`config.mk`:
```
export PLATFORM = sky130hd
export DESIGN_NAME = unified_mem_arbiter_flat
export DESIGN_NICKNAME = d
export VERILOG_FILES = /design/src/rtl/unified_mem_arbiter_if.sv /design/src/rtl/unified_mem_arbiter.sv /design/src/flat_wrapper.sv
export SDC_FILE = /design/constraint.sdc
export NUM_CORES = 1
export LEC_CHECK = 0
export ABC_AREA = 1
export BUFFER_PORTS_ARGS = -buffer_cell sky130_fd_sc_hd__buf_2
export CAP_MARGIN = 20
export CORE_AREA = 2 2 76 108
export CTS_CLUSTER_DIAMETER = 80
export CTS_CLUSTER_SIZE = 14
export DETAILED_ROUTE_END_ITERATION = 10
export DIE_AREA = 0 0 78 110
export GPL_TIMING_DRIVEN = 0
export HOLD_SLACK_MARGIN = 0.02
export PLACE_DENSITY = 0.88
export SLEW_MARGIN = 25
export SYNTH_ARGS = -nofsm -noshare
export SYNTH_HDL_FRONTEND = slang
export SYNTH_SLANG_ARGS = --single-unit
```
`constraint.sdc`:
```
create_clock -name clk -period 1.9 [get_ports clk]
set_input_delay 0.19 -clock clk [delete_from_list [all_inputs] [get_ports clk]]
set_output_delay 0.19 -clock clk [all_outputs]
set_load 0.05 [all_outputs]
```
`src/rtl/unified_mem_arbiter_if.sv`:
```
// Requester and memory-side handshake bundle for the unified memory arbiter.
// The master view belongs to the arbiter and the slave view to the pipeline/memory.
interface unified_mem_arbiter_if #(
  parameter int unsigned AW = 16,
  parameter int unsigned DW = 16
);
  logic          if_req;
  logic [AW-1:0] if_addr;
  logic          if_ack;
  logic [DW-1:0] if_rdata;
  logic          dm_req;
  logic          dm_we;
  logic [AW-1:0] dm_addr;
  logic [DW-1:0] dm_wdata;
  logic          dm_ack;
  logic [DW-1:0] dm_rdata;
  logic          mem_req;
  logic          mem_we;
  logic [AW-1:0] mem_addr;
  logic [DW-1:0] mem_wdata;
  logic [DW-1:0] mem_rdata;
  logic          mem_ready;

  modport master (
    input  if_req, if_addr, dm_req, dm_we, dm_addr, dm_wdata, mem_rdata, mem_ready,
    output if_ack, if_rdata, dm_ack, dm_rdata, mem_req, mem_we, mem_addr, mem_wdata
  );

  modport slave (
    output if_req, if_addr, dm_req, dm_we, dm_addr, dm_wdata, mem_rdata, mem_ready,
    input  if_ack, if_rdata, dm_ack, dm_rdata, mem_req, mem_we, mem_addr, mem_wdata
  );
endinterface

```
`src/rtl/unified_mem_arbiter.sv`:
```
// Arbitrates one single-ported memory between instruction fetch and data access,
// freezes the pipeline while an access is outstanding and aborts hung accesses.
module unified_mem_arbiter #(
  parameter int unsigned AW      = 16,
  parameter int unsigned DW      = 16,
  parameter int unsigned TIMEOUT = 15
) (
  input  logic                 clk,
  input  logic                 rst_n,
  unified_mem_arbiter_if.master bus,
  output logic                 pipe_stall,
  output logic                 err_timeout
);

  typedef enum logic [1:0] {StIdle, StData, StFetch, StResp} state_e;

  localparam logic [7:0] TimeoutCnt = 8'(TIMEOUT);

  state_e        stateQ, stateD;
  logic          memReqQ, memReqD;
  logic          memWeQ, memWeD;
  logic [AW-1:0] memAddrQ, memAddrD;
  logic [DW-1:0] memWdataQ, memWdataD;
  logic [DW-1:0] ifRdataQ, ifRdataD;
  logic [DW-1:0] dmRdataQ, dmRdataD;
  logic          ifAckQ, ifAckD;
  logic          dmAckQ, dmAckD;
  logic          errQ, errD;
  logic [7:0]    cntQ, cntD;
  logic [7:0]    cntInc;

  always_comb begin
    stateD    = stateQ;
    memReqD   = memReqQ;
    memWeD    = memWeQ;
    memAddrD  = memAddrQ;
    memWdataD = memWdataQ;
    ifRdataD  = ifRdataQ;
    dmRdataD  = dmRdataQ;
    ifAckD    = 1'b0;
    dmAckD    = 1'b0;
    errD      = errQ;
    cntD      = cntQ;
    cntInc    = cntQ + 8'd1;

    unique case (stateQ)
      StIdle: begin
        // Data wins: it belongs to the older instruction in the pipeline.
        if (bus.dm_req) begin
          stateD    = StData;
          memReqD   = 1'b1;
          memWeD    = bus.dm_we;
          memAddrD  = bus.dm_addr;
          memWdataD = bus.dm_wdata;
          cntD      = 8'd0;
        end else if (bus.if_req) begin
          stateD   = StFetch;
          memReqD  = 1'b1;
          memWeD   = 1'b0;
          memAddrD = bus.if_addr;
          cntD     = 8'd0;
        end
      end
      StData, StFetch: begin
        if (bus.mem_ready) begin
          memReqD = 1'b0;
          memWeD  = 1'b0;
          stateD  = StResp;
          if (stateQ == StData) begin
            dmAckD = 1'b1;
            if (!memWeQ) dmRdataD = bus.mem_rdata;
          end else begin
            ifAckD   = 1'b1;
            ifRdataD = bus.mem_rdata;
          end
        end else if (cntInc == TimeoutCnt) begin
          // Hung memory: flag it and still complete the access with zero data.
          memReqD = 1'b0;
          memWeD  = 1'b0;
          errD    = 1'b1;
          cntD    = cntInc;
          stateD  = StResp;
          if (stateQ == StData) begin
            dmAckD   = 1'b1;
            dmRdataD = '0;
          end else begin
            ifAckD   = 1'b1;
            ifRdataD = '0;
          end
        end else begin
          cntD = cntInc;
        end
      end
      StResp: begin
        stateD = StIdle;
      end
      default: begin
        stateD = StIdle;
      end
    endcase
  end

  always_ff @(posedge clk or negedge rst_n) begin
    if (!rst_n) begin
      stateQ    <= StIdle;
      memReqQ   <= 1'b0;
      memWeQ    <= 1'b0;
      memAddrQ  <= '0;
      memWdataQ <= '0;
      ifRdataQ  <= '0;
      dmRdataQ  <= '0;
      ifAckQ    <= 1'b0;
      dmAckQ    <= 1'b0;
      errQ      <= 1'b0;
      cntQ      <= 8'd0;
    end else begin
      stateQ    <= stateD;
      memReqQ   <= memReqD;
      memWeQ    <= memWeD;
      memAddrQ  <= memAddrD;
      memWdataQ <= memWdataD;
      ifRdataQ  <= ifRdataD;
      dmRdataQ  <= dmRdataD;
      ifAckQ    <= ifAckD;
      dmAckQ    <= dmAckD;
      errQ      <= errD;
      cntQ      <= cntD;
    end
  end

  assign bus.mem_req   = memReqQ;
  assign bus.mem_we    = memWeQ;
  assign bus.mem_addr  = memAddrQ;
  assign bus.mem_wdata = memWdataQ;
  assign bus.if_ack    = ifAckQ;
  assign bus.if_rdata  = ifRdataQ;
  assign bus.dm_ack    = dmAckQ;
  assign bus.dm_rdata  = dmRdataQ;
  assign err_timeout   = errQ;

  // Low in the ack cycle so every stage register advances exactly once.
  assign pipe_stall = (bus.if_req & ~bus.if_ack) | (bus.dm_req & ~bus.dm_ack);

endmodule

```
`src/flat_wrapper.sv`:
```
// flat-port wrapper written by rule: the top's interface ports become plain ports
module unified_mem_arbiter_flat 
#(
  parameter int unsigned AW      = 16,
  parameter int unsigned DW      = 16,
  parameter int unsigned TIMEOUT = 15
)
  (clk, rst_n, pipe_stall, err_timeout, bus_if_req, bus_if_addr, bus_dm_req, bus_dm_we, bus_dm_addr, bus_dm_wdata, bus_mem_rdata, bus_mem_ready, bus_if_ack, bus_if_rdata, bus_dm_ack, bus_dm_rdata, bus_mem_req, bus_mem_we, bus_mem_addr, bus_mem_wdata);
  unified_mem_arbiter_if #(.AW(AW), .DW(DW)) bus_i ();
  input  logic clk;
  input  logic rst_n;
  output logic pipe_stall;
  output logic err_timeout;
  input wire logic [$bits(bus_i.if_req)-1:0] bus_if_req;
  input wire logic [$bits(bus_i.if_addr)-1:0] bus_if_addr;
  input wire logic [$bits(bus_i.dm_req)-1:0] bus_dm_req;
  input wire logic [$bits(bus_i.dm_we)-1:0] bus_dm_we;
  input wire logic [$bits(bus_i.dm_addr)-1:0] bus_dm_addr;
  input wire logic [$bits(bus_i.dm_wdata)-1:0] bus_dm_wdata;
  input wire logic [$bits(bus_i.mem_rdata)-1:0] bus_mem_rdata;
  input wire logic [$bits(bus_i.mem_ready)-1:0] bus_mem_ready;
  output wire logic [$bits(bus_i.if_ack)-1:0] bus_if_ack;
  output wire logic [$bits(bus_i.if_rdata)-1:0] bus_if_rdata;
  output wire logic [$bits(bus_i.dm_ack)-1:0] bus_dm_ack;
  output wire logic [$bits(bus_i.dm_rdata)-1:0] bus_dm_rdata;
  output wire logic [$bits(bus_i.mem_req)-1:0] bus_mem_req;
  output wire logic [$bits(bus_i.mem_we)-1:0] bus_mem_we;
  output wire logic [$bits(bus_i.mem_addr)-1:0] bus_mem_addr;
  output wire logic [$bits(bus_i.mem_wdata)-1:0] bus_mem_wdata;
  assign bus_i.if_req = bus_if_req;
  assign bus_i.if_addr = bus_if_addr;
  assign bus_i.dm_req = bus_dm_req;
  assign bus_i.dm_we = bus_dm_we;
  assign bus_i.dm_addr = bus_dm_addr;
  assign bus_i.dm_wdata = bus_dm_wdata;
  assign bus_i.mem_rdata = bus_mem_rdata;
  assign bus_i.mem_ready = bus_mem_ready;
  assign bus_if_ack = bus_i.if_ack;
  assign bus_if_rdata = bus_i.if_rdata;
  assign bus_dm_ack = bus_i.dm_ack;
  assign bus_dm_rdata = bus_i.dm_rdata;
  assign bus_mem_req = bus_i.mem_req;
  assign bus_mem_we = bus_i.mem_we;
  assign bus_mem_addr = bus_i.mem_addr;
  assign bus_mem_wdata = bus_i.mem_wdata;
  unified_mem_arbiter #(.AW(AW), .DW(DW), .TIMEOUT(TIMEOUT)) u_core (.clk(clk), .rst_n(rst_n), .bus(bus_i), .pipe_stall(pipe_stall), .err_timeout(err_timeout));
endmodule
```
==> results.cfg, run 1 <==
[grt]
grt_start_max_net_pins = 48
grt_pass1_vias = 3206
grt_overflow_total = 0
antenna_found_initial = 0
first_pass_grt_wire_length_mm = 14.4
grt.total_usage_pct = 21.4

[final_layout]
diodes = 0
synthToLayoutAreaGrowth_pct = 38.7
fin_nets = 646
final_area_um2 = 4960
drive_above_1_share_pct = 41.6

[clocking]
cts_made_buffers = 9
cts_tree = built
cts_max_path_buffers = 2
clkTransAtPathRegs_ns = 0.08
clock_latency_ns = 0.36
cts.sinks = 79
ctsHtreeMaxLevel = 3
cts_root_buf = sky130_fd_sc_hd__clkbuf_8

[yosys]
yosysSeqAreaShare_pct = 55.2
synth_fp_nets = 482
yosys.cell_types.count = 26
syn_area_um2 = 3580
postSynthRegisterBits = 79
post_synth_inst_count = 406
post_synth.cell_area_avg_um2 = 8.81
ys_warn_count = 0

[status]
outcome = finished, final reports clean

[route]
drt_iter0_drc = 181
avgViaCountPerCell = 5.14
drt_drc_violations_left = 0
detailroute.via_count = 3469
drt-wirelength-per-cell_um = 14.5
wl_mm = 9.76
route.antenna.remaining_nets = 0
drt_first_pass_iters = 4

[sta]
rsz0062_at_grt = true
share_of_the_clock_period_used_by_the_worst_path_pct = 99.3
highest_achievable_clock_rate_ghz = 0.530
timing_hold_violations_final = 0
final_critical_path_setup_slack_ns = 0.0135
final_period_minus_worst_setup_slack_ns = 1.89
worst_slew_pin_slew_ns = 0.561
finalSetupViolations = 0
skew_ns = 0.0122
worst_hold_slack_ns = 0.0644
finalMaxSlewViolations = 0
timing.max_slew.rel_slack_pct = 62.4
fin_tns_setup_ns = 0

[die]
fp.dieArea_um2 = 8580
design.portCount = 140
fp.coreArea_um2 = 7610
std_cell_rows = 38
die-width_um = 78
starting_density_of_the_core_pct = 47.0
fp.dieH_um = 110

[power]
leakage_nw = 2.68
power_per_cell_area_nw_per_um2 = 1940
max-vdd-ir-drop_v = 0.00131

[min_path]
whs_path_depth = 2
min_to = u_core.bus.mem_wdata[14]
min-delay-path-class = primary input to flop
hold_path.startpoint = bus_dm_wdata[14]

[worst_setup_path]
cp_max_fo = 6
rrSetupSlack_ns = 0.01
critical_path_required_ns = 2.15
worst_setup_path_end_kind = flop
critical_path.startpoint_type = flop
rr_startpoint = u_core.cntQ[0]
worstPathArrival_ns = 2.14
r2r_cells = 10
worstSetupPathType = flop to flop
rr_endpoint = u_core.bus.dm_rdata[8]

[placement]
dpl_worst_slack_ns = -0.194
post_dp_cell_area_um2 = 4420
gp_routability_congestion = 0.822
numPortBuffers = 138
dp_hpwl_mm = 6.83

[job]
maxCapViolCount = 0
## cells by family after synthesis
group | share of synthesized area [%]
AO/OA/AOI/OAI | 5.80
XOR/XNOR | 0.490
adder cells (fa/ha/maj) | 2.10
buffers and inverters | 6.40
flip-flops | 55.2
multiplexers | 5.03
AND/OR/NAND/NOR | 24.9
## cell usage after synthesis
cell type / count / area share (%)
sky130_fd_sc_hd__nand2_1: 144 / 15
sky130_fd_sc_hd__dfrtp_1: 79 / 55
sky130_fd_sc_hd__nand3_1: 38 / 5.3
sky130_fd_sc_hd__inv_1: 34 / 3.6
sky130_fd_sc_hd__nor2_1: 24 / 2.5
sky130_fd_sc_hd__a31oi_1: 16 / 2.8
sky130_fd_sc_hd__mux2_2: 16 / 5.0
sky130_fd_sc_hd__o21ai_0: 9 / 1.3
sky130_fd_sc_hd__clkbuf_1: 7 / 0.73
sky130_fd_sc_hd__ha_1: 6 / 2.1
sky130_fd_sc_hd__a21oi_1: 4 / 0.56
sky130_fd_sc_hd__o22ai_1: 4 / 0.70
sky130_fd_sc_hd__buf_2: 3 / 0.42
sky130_fd_sc_hd__buf_4: 3 / 0.63
sky130_fd_sc_hd__nand2_4: 3 / 0.94
sky130_fd_sc_hd__buf_6: 2 / 0.63
sky130_fd_sc_hd__inv_2: 2 / 0.21
sky130_fd_sc_hd__nor2_2: 2 / 0.35
sky130_fd_sc_hd__o21ai_1: 2 / 0.28
sky130_fd_sc_hd__xor2_1: 2 / 0.49
sky130_fd_sc_hd__buf_1: 1 / 0.10
sky130_fd_sc_hd__clkinv_1: 1 / 0.10
sky130_fd_sc_hd__nand4_2: 1 / 0.35
sky130_fd_sc_hd__nor3_1: 1 / 0.14
sky130_fd_sc_hd__nor3b_1: 1 / 0.21
sky130_fd_sc_hd__o21bai_1: 1 / 0.21
## worst max-delay path, stage by stage, from the launching register on
cell                        delay, ns
sky130_fd_sc_hd__dfrtp_2         0.46
sky130_fd_sc_hd__ha_4            0.20
sky130_fd_sc_hd__xor2_2          0.18
sky130_fd_sc_hd__nand2_1         0.10
sky130_fd_sc_hd__nor2_2          0.12
sky130_fd_sc_hd__nand4_2         0.16
sky130_fd_sc_hd__nand2_4         0.19
sky130_fd_sc_hd__nand2_8         0.09
sky130_fd_sc_hd__clkbuf_16       0.19
sky130_fd_sc_hd__nand2_4         0.05
sky130_fd_sc_hd__nand2_1         0.05
## power by group
part	internal (mW)	total [mW]	switching [mW]
sequential	2.40	2.84	0.437
combinational	1.48	5.54	4.06
clock	0.643	1.24	0.595
## repair_timing
item,in CTS,in global routing
gates resized for setup,5,56
pin swaps,2,8
endpoints found under the hold margin,32,0
endpoints found under the setup margin,27,56
buffers inserted,2,10
hold buffers,1,0
cloned,0,1
## cell usage in the layout, fill, tap and decap left out, types with 3 or more instances in the layout
| cell type | count |
|---|---|
| sky130_fd_sc_hd__buf_2 | 140 |
| sky130_fd_sc_hd__nand2_1 | 124 |
| sky130_fd_sc_hd__dfrtp_1 | 75 |
| sky130_fd_sc_hd__nand3_1 | 37 |
| sky130_fd_sc_hd__inv_1 | 33 |
| sky130_fd_sc_hd__nor2_1 | 22 |
| sky130_fd_sc_hd__nand2_2 | 17 |
| sky130_fd_sc_hd__mux2_2 | 16 |
| sky130_fd_sc_hd__a31oi_1 | 16 |
| sky130_fd_sc_hd__buf_4 | 12 |
| sky130_fd_sc_hd__clkbuf_8 | 10 |
| sky130_fd_sc_hd__o21ai_0 | 9 |
| sky130_fd_sc_hd__clkbuf_1 | 4 |
| sky130_fd_sc_hd__o22ai_1 | 4 |
| sky130_fd_sc_hd__nand2_4 | 4 |
| sky130_fd_sc_hd__clkbuf_2 | 4 |
| sky130_fd_sc_hd__ha_1 | 4 |
| sky130_fd_sc_hd__dfrtp_2 | 4 |
| sky130_fd_sc_hd__buf_6 | 3 |
## state kept, by name, summed over array words and instances (netlist names)
| signal | cells |
|---|---|
| u_core.bus.mem_req | 1 |
| u_core.err_timeout | 1 |
| u_core.stateQ | 2 |
| u_core.bus.mem_addr | 16 |
| u_core.bus.if_ack | 1 |
| u_core.bus.dm_ack | 1 |
| u_core.cntQ | 8 |
| u_core.bus.mem_we | 1 |
| u_core.bus.dm_rdata | 16 |
| u_core.bus.mem_wdata | 16 |
| u_core.bus.if_rdata | 16 |
## area by class of cell
cell class | instances | area [um^2]
Sequential cell | 79 | 1980
Buffer | 16 | 110
Inverter | 37 | 141
Tap cell | 100 | 125
Clock inverter | 5 | 57.6
Clock buffer | 11 | 141
Multi-Input combinational cell | 274 | 1540
Timing Repair Buffer | 153 | 862
Fill cell | 589 | 2640
## through the flow
stage / std cells / power (mW) / util, %
after floorplan: 406 / 6.65 / -
after global placement: 644 / 7.78 / 57.8
after detailed placement: 645 / 7.94 / 58.2
after CTS: 664 / 9.22 / 61.3
after global routing: 675 / 10.1 / 65.2
final: 675 / 9.62 / 65.2
## worst max-delay path by stage
stage	start	to
2_1_floorplan	u_core.cntQ[0]	u_core.bus.dm_rdata[10]
3_3_place_gp	u_core.stateQ[0]	u_core.cntQ[0]
3_5_place_dp	u_core.stateQ[0]	u_core.cntQ[4]
4_1_cts	u_core.cntQ[1]	u_core.bus.if_rdata[14]
5_1_grt	u_core.stateQ[0]	u_core.cntQ[0]
6_report	u_core.cntQ[0]	u_core.bus.dm_rdata[8]
## per-layer routing
metal	global-route usage, %	share of wire (%)
met5	0	0
met3	5.46	8.0
met4	7.27	2.5
met1	24.5	37
met2	38.9	52
Power figures use the tool's default switching activity.
==> run 2: changes to the inputs <==
PLACE_DENSITY = 0.77   (was 0.88)
==> results.cfg, run 2 (synthesis results as in run 1) <==
[status]
outcome = finished, final reports clean

[job]
maxCapViolCount = 0

[route]
drt_first_pass_iters = 4
highest_layer = met4
dr_wl_met2_mm = 4.45
route.antenna.remaining_nets = 0
drt_drc_violations_left = 0
wl_mm = 9.00
wl_met3_um = 647
wl_met1_mm = 3.66
avgViaCountPerCell = 5.04
detailroute.via_count = 3356
drt-wirelength-per-cell_um = 13.5
drt_iter0_drc = 203

[final_layout]
synthToLayoutAreaGrowth_pct = 31.0
fin_nets = 639
nFillCells = 652
most-common-layout-cells = 144 x sky130_fd_sc_hd__nand2_1, 140 x sky130_fd_sc_hd__buf_2, 79 x sky130_fd_sc_hd__dfrtp_1
layout_commonest_cell = sky130_fd_sc_hd__nand2_1
drive_above_1_share_pct = 35.7
final_area_um2 = 4690
final_std_cells_w_o_fill = 666
diodes = 0

[placement]
gp_routability_congestion = 0.811
dp_hpwl_mm = 6.75
numPlacedInstances = 645
numPortBuffers = 138
post_dp_cell_area_um2 = 4420
dpl_worst_slack_ns = -0.208

[grt]
grt_pass1_vias = 3199
grt_start_max_net_pins = 56
first_pass_grt_wire_length_mm = 14.2
grt_overflow_total = 0
antenna_found_initial = 0
grt.total_usage_pct = 21.4

[min_path]
min-delay-path-class = primary input to flop
whs_path_depth = 2
hold_path.startpoint = bus_dm_wdata[2]
min_to = u_core.bus.mem_wdata[2]

[sta]
finalMaxSlewViolations = 0
share_of_the_clock_period_used_by_the_worst_path_pct = 96.5
timing_hold_violations_final = 0
finalSetupViolations = 0
highest_achievable_clock_rate_ghz = 0.546
worst_slew_pin_slew_ns = 0.485
final_critical_path_setup_slack_ns = 0.0669
skew_ns = 0.0111
timing.max_slew.rel_slack_pct = 67.7
fin_tns_setup_ns = 0
final_period_minus_worst_setup_slack_ns = 1.83

[die]
fp.dieH_um = 110
starting_density_of_the_core_pct = 47.0
fp.dieArea_um2 = 8580
die-width_um = 78
design.portCount = 140
std_cell_rows = 38
fp.coreArea_um2 = 7610

[worst_setup_path]
rr_endpoint = u_core.bus.if_rdata[8]
r2r_cells = 10
worstSetupPathType = flop to flop
critical_path.startpoint_type = flop
rrSetupSlack_ns = 0.07
rr_startpoint = u_core.cntQ[0]
critical-path-max-stage-delay_ns = 0.41
worst_path_most_repeated_cell = sky130_fd_sc_hd__nand2_1
worstPathArrival_ns = 2.08
setup.worst_path.start = u_core.cntQ[0]
cp_max_fo = 10
sequence_of_cells_on_the_critical_path = ha_2 > xor2_1 > nand2_1 > nor2_2 > nand4_4 > nand2_4 > nand2_4 > buf_6 > nand2_1 > nand2_1
critical_path_required_ns = 2.14
cp_top_family = simple AND/OR/NAND/NOR gates
critical-path-slowest-cell = sky130_fd_sc_hd__dfrtp_1
worst_path_bufs_invs = 1
worst_setup_path_end_kind = flop

[power]
tot_pwr_mw = 9.02
max-vdd-ir-drop_v = 0.00122
power_per_cell_area_nw_per_um2 = 1920
leakage_nw = 2.60

[clocking]
cts_max_path_buffers = 2
cts_tree = built
cts_root_buf = sky130_fd_sc_hd__clkbuf_8
cts_made_buffers = 9
clkTransAtPathRegs_ns = 0.07
ctsHtreeMaxLevel = 3
cts.sinks = 79
clock_latency_ns = 0.36
## run 2: worst max path at each step
stage,endpoint,slack [ns],depth (start not counted)
3_5_place_dp,u_core.cntQ[5],-0.21,5
4_1_cts,u_core.bus.if_rdata[8],0.02,12
6_report,u_core.bus.if_rdata[8],0.07,10
5_1_grt,u_core.bus.dm_rdata[7],-0.06,12
2_1_floorplan,u_core.bus.dm_rdata[10],0.18,10
3_3_place_gp,u_core.cntQ[0],-0.18,5
## run 2: final cells by class
cell class,count,area (um^2),share of cell area (%)
inverter,37,139,2.96
tap,100,125,2.67
clock inverter,4,25.0,0.534
timing repair buffer,146,776,16.5
clock buffer,10,128,2.72
buffer,16,95.1,2.03
sequential,79,1980,42.2
multi-input combinational,274,1420,30.4
## run 2: metal layers
metal / vias to the layer above / GRT usage, %
met5: - / 0
li1: 1612 / -
met2: 137 / 36.5
met3: 22 / 4.32
met4: 0 / 12.3
met1: 1585 / 25.1
## run 2: per-stage QoR
step / hold WS (ns) / utilization [%]
after global routing: 0.0500 / 61.6
after CTS: 0.0509 / 60.5
final: 0.0653 / 61.6
after detailed placement: 0.126 / 58.2
after global placement: 0.425 / 57.8
after floorplan: -0.106 / -
## run 2: power by group
part | switching [mW] | total [mW] | internal [mW] | leakage [nW]
Combinational | 3.90 | 5.21 | 1.30 | 1.54
Sequential | 0.384 | 2.78 | 2.40 | 0.985
Clock | 0.581 | 1.04 | 0.455 | 0.0740
Total | 4.87 | 9.02 | 4.16 | 2.60
## run 2: repair_timing
item,4_1_cts,5_1_grt
hold buffers,1,0
gates resized for setup,3,17
gates cloned,0,0
buffers inserted,1,5
pin swaps,2,4
hold endpoints to repair,24,0
setup endpoints to repair,20,51
==> run 3: changes to the inputs <==
CORE_AREA = 2 2 90 92   (was 2 2 76 108)
DIE_AREA = 0 0 92 94   (was 0 0 78 110)
==> results.cfg, run 3 (synthesis results as in run 1) <==
[final_layout]
synthToLayoutAreaGrowth_pct = 34.5
most-common-layout-cells = 141 x sky130_fd_sc_hd__nand2_1, 140 x sky130_fd_sc_hd__buf_2, 75 x sky130_fd_sc_hd__dfrtp_1
layout_commonest_cell = sky130_fd_sc_hd__nand2_1
final_std_cells_w_o_fill = 672
fin_nets = 642
diodes = 0
nFillCells = 627
final_area_um2 = 4810
drive_above_1_share_pct = 37.9

[placement]
dp_hpwl_mm = 6.84
numPortBuffers = 138
numPlacedInstances = 647
post_dp_cell_area_um2 = 4420
gp_routability_congestion = 0.822

[sta]
highest_achievable_clock_rate_ghz = 0.558
share_of_the_clock_period_used_by_the_worst_path_pct = 94.4
timing.max_slew.rel_slack_pct = 65.3
worst_hold_slack_ns = 0.0747
finalMaxSlewViolations = 0
final_period_minus_worst_setup_slack_ns = 1.79
fin_tns_setup_ns = 0
worst_slew_pin_slew_ns = 0.520
rsz0062_at_grt = false
skew_ns = 0.0115
finalSetupViolations = 0
timing_hold_violations_final = 0

[power]
power_per_cell_area_nw_per_um2 = 1920
max-vdd-ir-drop_v = 0.00107
leakage_nw = 2.62

[die]
fp.dieArea_um2 = 8650
fp.dieH_um = 94
design.portCount = 140
die-width_um = 92
std_cell_rows = 32
starting_density_of_the_core_pct = 47.0
fp.coreArea_um2 = 7610

[worst_setup_path]
rr_endpoint = u_core.bus.if_rdata[0]
worst_path_most_repeated_cell = sky130_fd_sc_hd__nand2_1
rrSetupSlack_ns = 0.11
critical-path-slowest-cell = sky130_fd_sc_hd__dfrtp_2
worst_path_bufs_invs = 1
worstPathArrival_ns = 2.03
worst_setup_path_end_kind = flop
r2r_cells = 10
cp_top_family = simple AND/OR/NAND/NOR gates
critical_path_required_ns = 2.14
sequence_of_cells_on_the_critical_path = ha_4 > xor2_2 > nand2_2 > nor2_4 > nand4_4 > nand2_8 > nand2_4 > buf_4 > nand2_1 > nand2_1
cp_max_fo = 7
worstSetupPathType = flop to flop
critical_path.startpoint_type = flop
critical-path-max-stage-delay_ns = 0.46
rr_startpoint = u_core.cntQ[0]

[route]
drt_drc_violations_left = 0
avgViaCountPerCell = 4.99
route.antenna.remaining_nets = 0
drt_iter0_drc = 260
wl_mm = 9.22
detailroute.via_count = 3356
drt_first_pass_iters = 4
drt-wirelength-per-cell_um = 13.7

[clocking]
cts.sinks = 79
cts_root_buf = sky130_fd_sc_hd__clkbuf_8
cts_made_buffers = 9
ctsHtreeMaxLevel = 3
clkTransAtPathRegs_ns = 0.08
cts_max_path_buffers = 2
cts_tree = built
clock_latency_ns = 0.34

[job]
maxCapViolCount = 0

[status]
outcome = finished, final reports clean

[grt]
antenna_found_initial = 0
grt_pass1_vias = 3162
grt_start_max_net_pins = 42
grt.total_usage_pct = 21.0
grt_overflow_total = 0
first_pass_grt_wire_length_mm = 14.5

[min_path]
whs_path_depth = 2
hold_path.startpoint = bus_dm_wdata[10]
min_to = u_core.bus.mem_wdata[10]
min-delay-path-class = primary input to flop
==> run 3: cell types whose count changed in the layout (fill, tap and decap cells not counted), moves of 2 or more <==
cell / change
sky130_fd_sc_hd__dfrtp_1: -4
sky130_fd_sc_hd__dfrtp_2: +4
sky130_fd_sc_hd__nand2_1: -3
sky130_fd_sc_hd__nand2_2: +3
sky130_fd_sc_hd__buf_4: +2
sky130_fd_sc_hd__clkbuf_8: +2
sky130_fd_sc_hd__nand2_4: -2
sky130_fd_sc_hd__nand2_8: +2
==> run 3: final cells by class <==
type	count	area, um^2	area share, %
multi-input combinational	274	1490	31.0
tap	102	128	2.65
timing repair buffer	149	795	16.5
inverter	37	141	2.94
sequential	79	1980	41.2
buffer	16	95.1	1.98
clock inverter	4	28.8	0.598
clock buffer	11	151	3.15
==> run 3: per-stage QoR <==
step / total power [mW] / setup WS [ns] / util, %
after floorplan: 6.65 / 0.183 / -
after global placement: 7.82 / -0.110 / 57.8
after detailed placement: 7.94 / -0.166 / 58.1
after CTS: 9.10 / 0.00485 / 60.7
after global routing: 9.77 / 0.00612 / 63.3
final: 9.26 / 0.107 / 63.3
==> run 3: worst register-to-register path, delay by kind of cell (launching register included) <==
family	cells	cell delay, ns
flip-flops	1	0.46
adder cells (fa/ha/maj)	1	0.20
buffers and inverters	1	0.16
AND/OR/NAND/NOR	7	0.69
XOR/XNOR	1	0.18
==> run 3: how the worst max path moves through the flow <==
| stage | startpoint | slack, ns | cells after the start | end |
|---|---|---|---|---|
| after floorplan | u_core.cntQ[0] | 0.18 | 10 | u_core.bus.dm_rdata[10] |
| after global placement | u_core.stateQ[0] | -0.11 | 5 | u_core.cntQ[7] |
| after detailed placement | u_core.stateQ[0] | -0.17 | 5 | u_core.cntQ[0] |
| after CTS | u_core.stateQ[1] | 0.005 | 7 | u_core.bus.mem_addr[3] |
| after global routing | u_core.cntQ[1] | 0.006 | 12 | u_core.bus.if_rdata[10] |
| final | u_core.cntQ[0] | 0.11 | 10 | u_core.bus.if_rdata[0] |
==> run 3: report_power, final <==
group / switching, mW / total (mW) / leakage, nW / internal, mW
combinational: 3.98 / 5.34 / 1.55 / 1.35
clock: 0.588 / 1.13 / 0.0878 / 0.541
sequential: 0.398 / 2.80 / 0.979 / 2.40
total: 4.97 / 9.26 / 2.62 / 4.29
==> run 3: per-layer routing <==
metal / vias up / wire (um) / track usage (%) / part of all wire, %
met5: - / 0 / 0 / 0
met4: 0 / 125 / 6.59 / 1.4
met3: 14 / 665 / 4.82 / 7.2
met1: 1597 / 3890 / 27.2 / 42
met2: 128 / 4540 / 35.2 / 49
li1: 1617 / - / - / -
==> run 3: timing repair <==
| item | CTS | global route |
|---|---|---|
| gates resized for setup | 3 | 35 |
| buffers inserted | 0 | 8 |
| pin swaps | 0 | 6 |
| cloned | 0 | 1 |
| hold buffers | 1 | 0 |
| hold endpoints to repair | 40 | 0 |
| setup endpoints to repair | 18 | 59 |
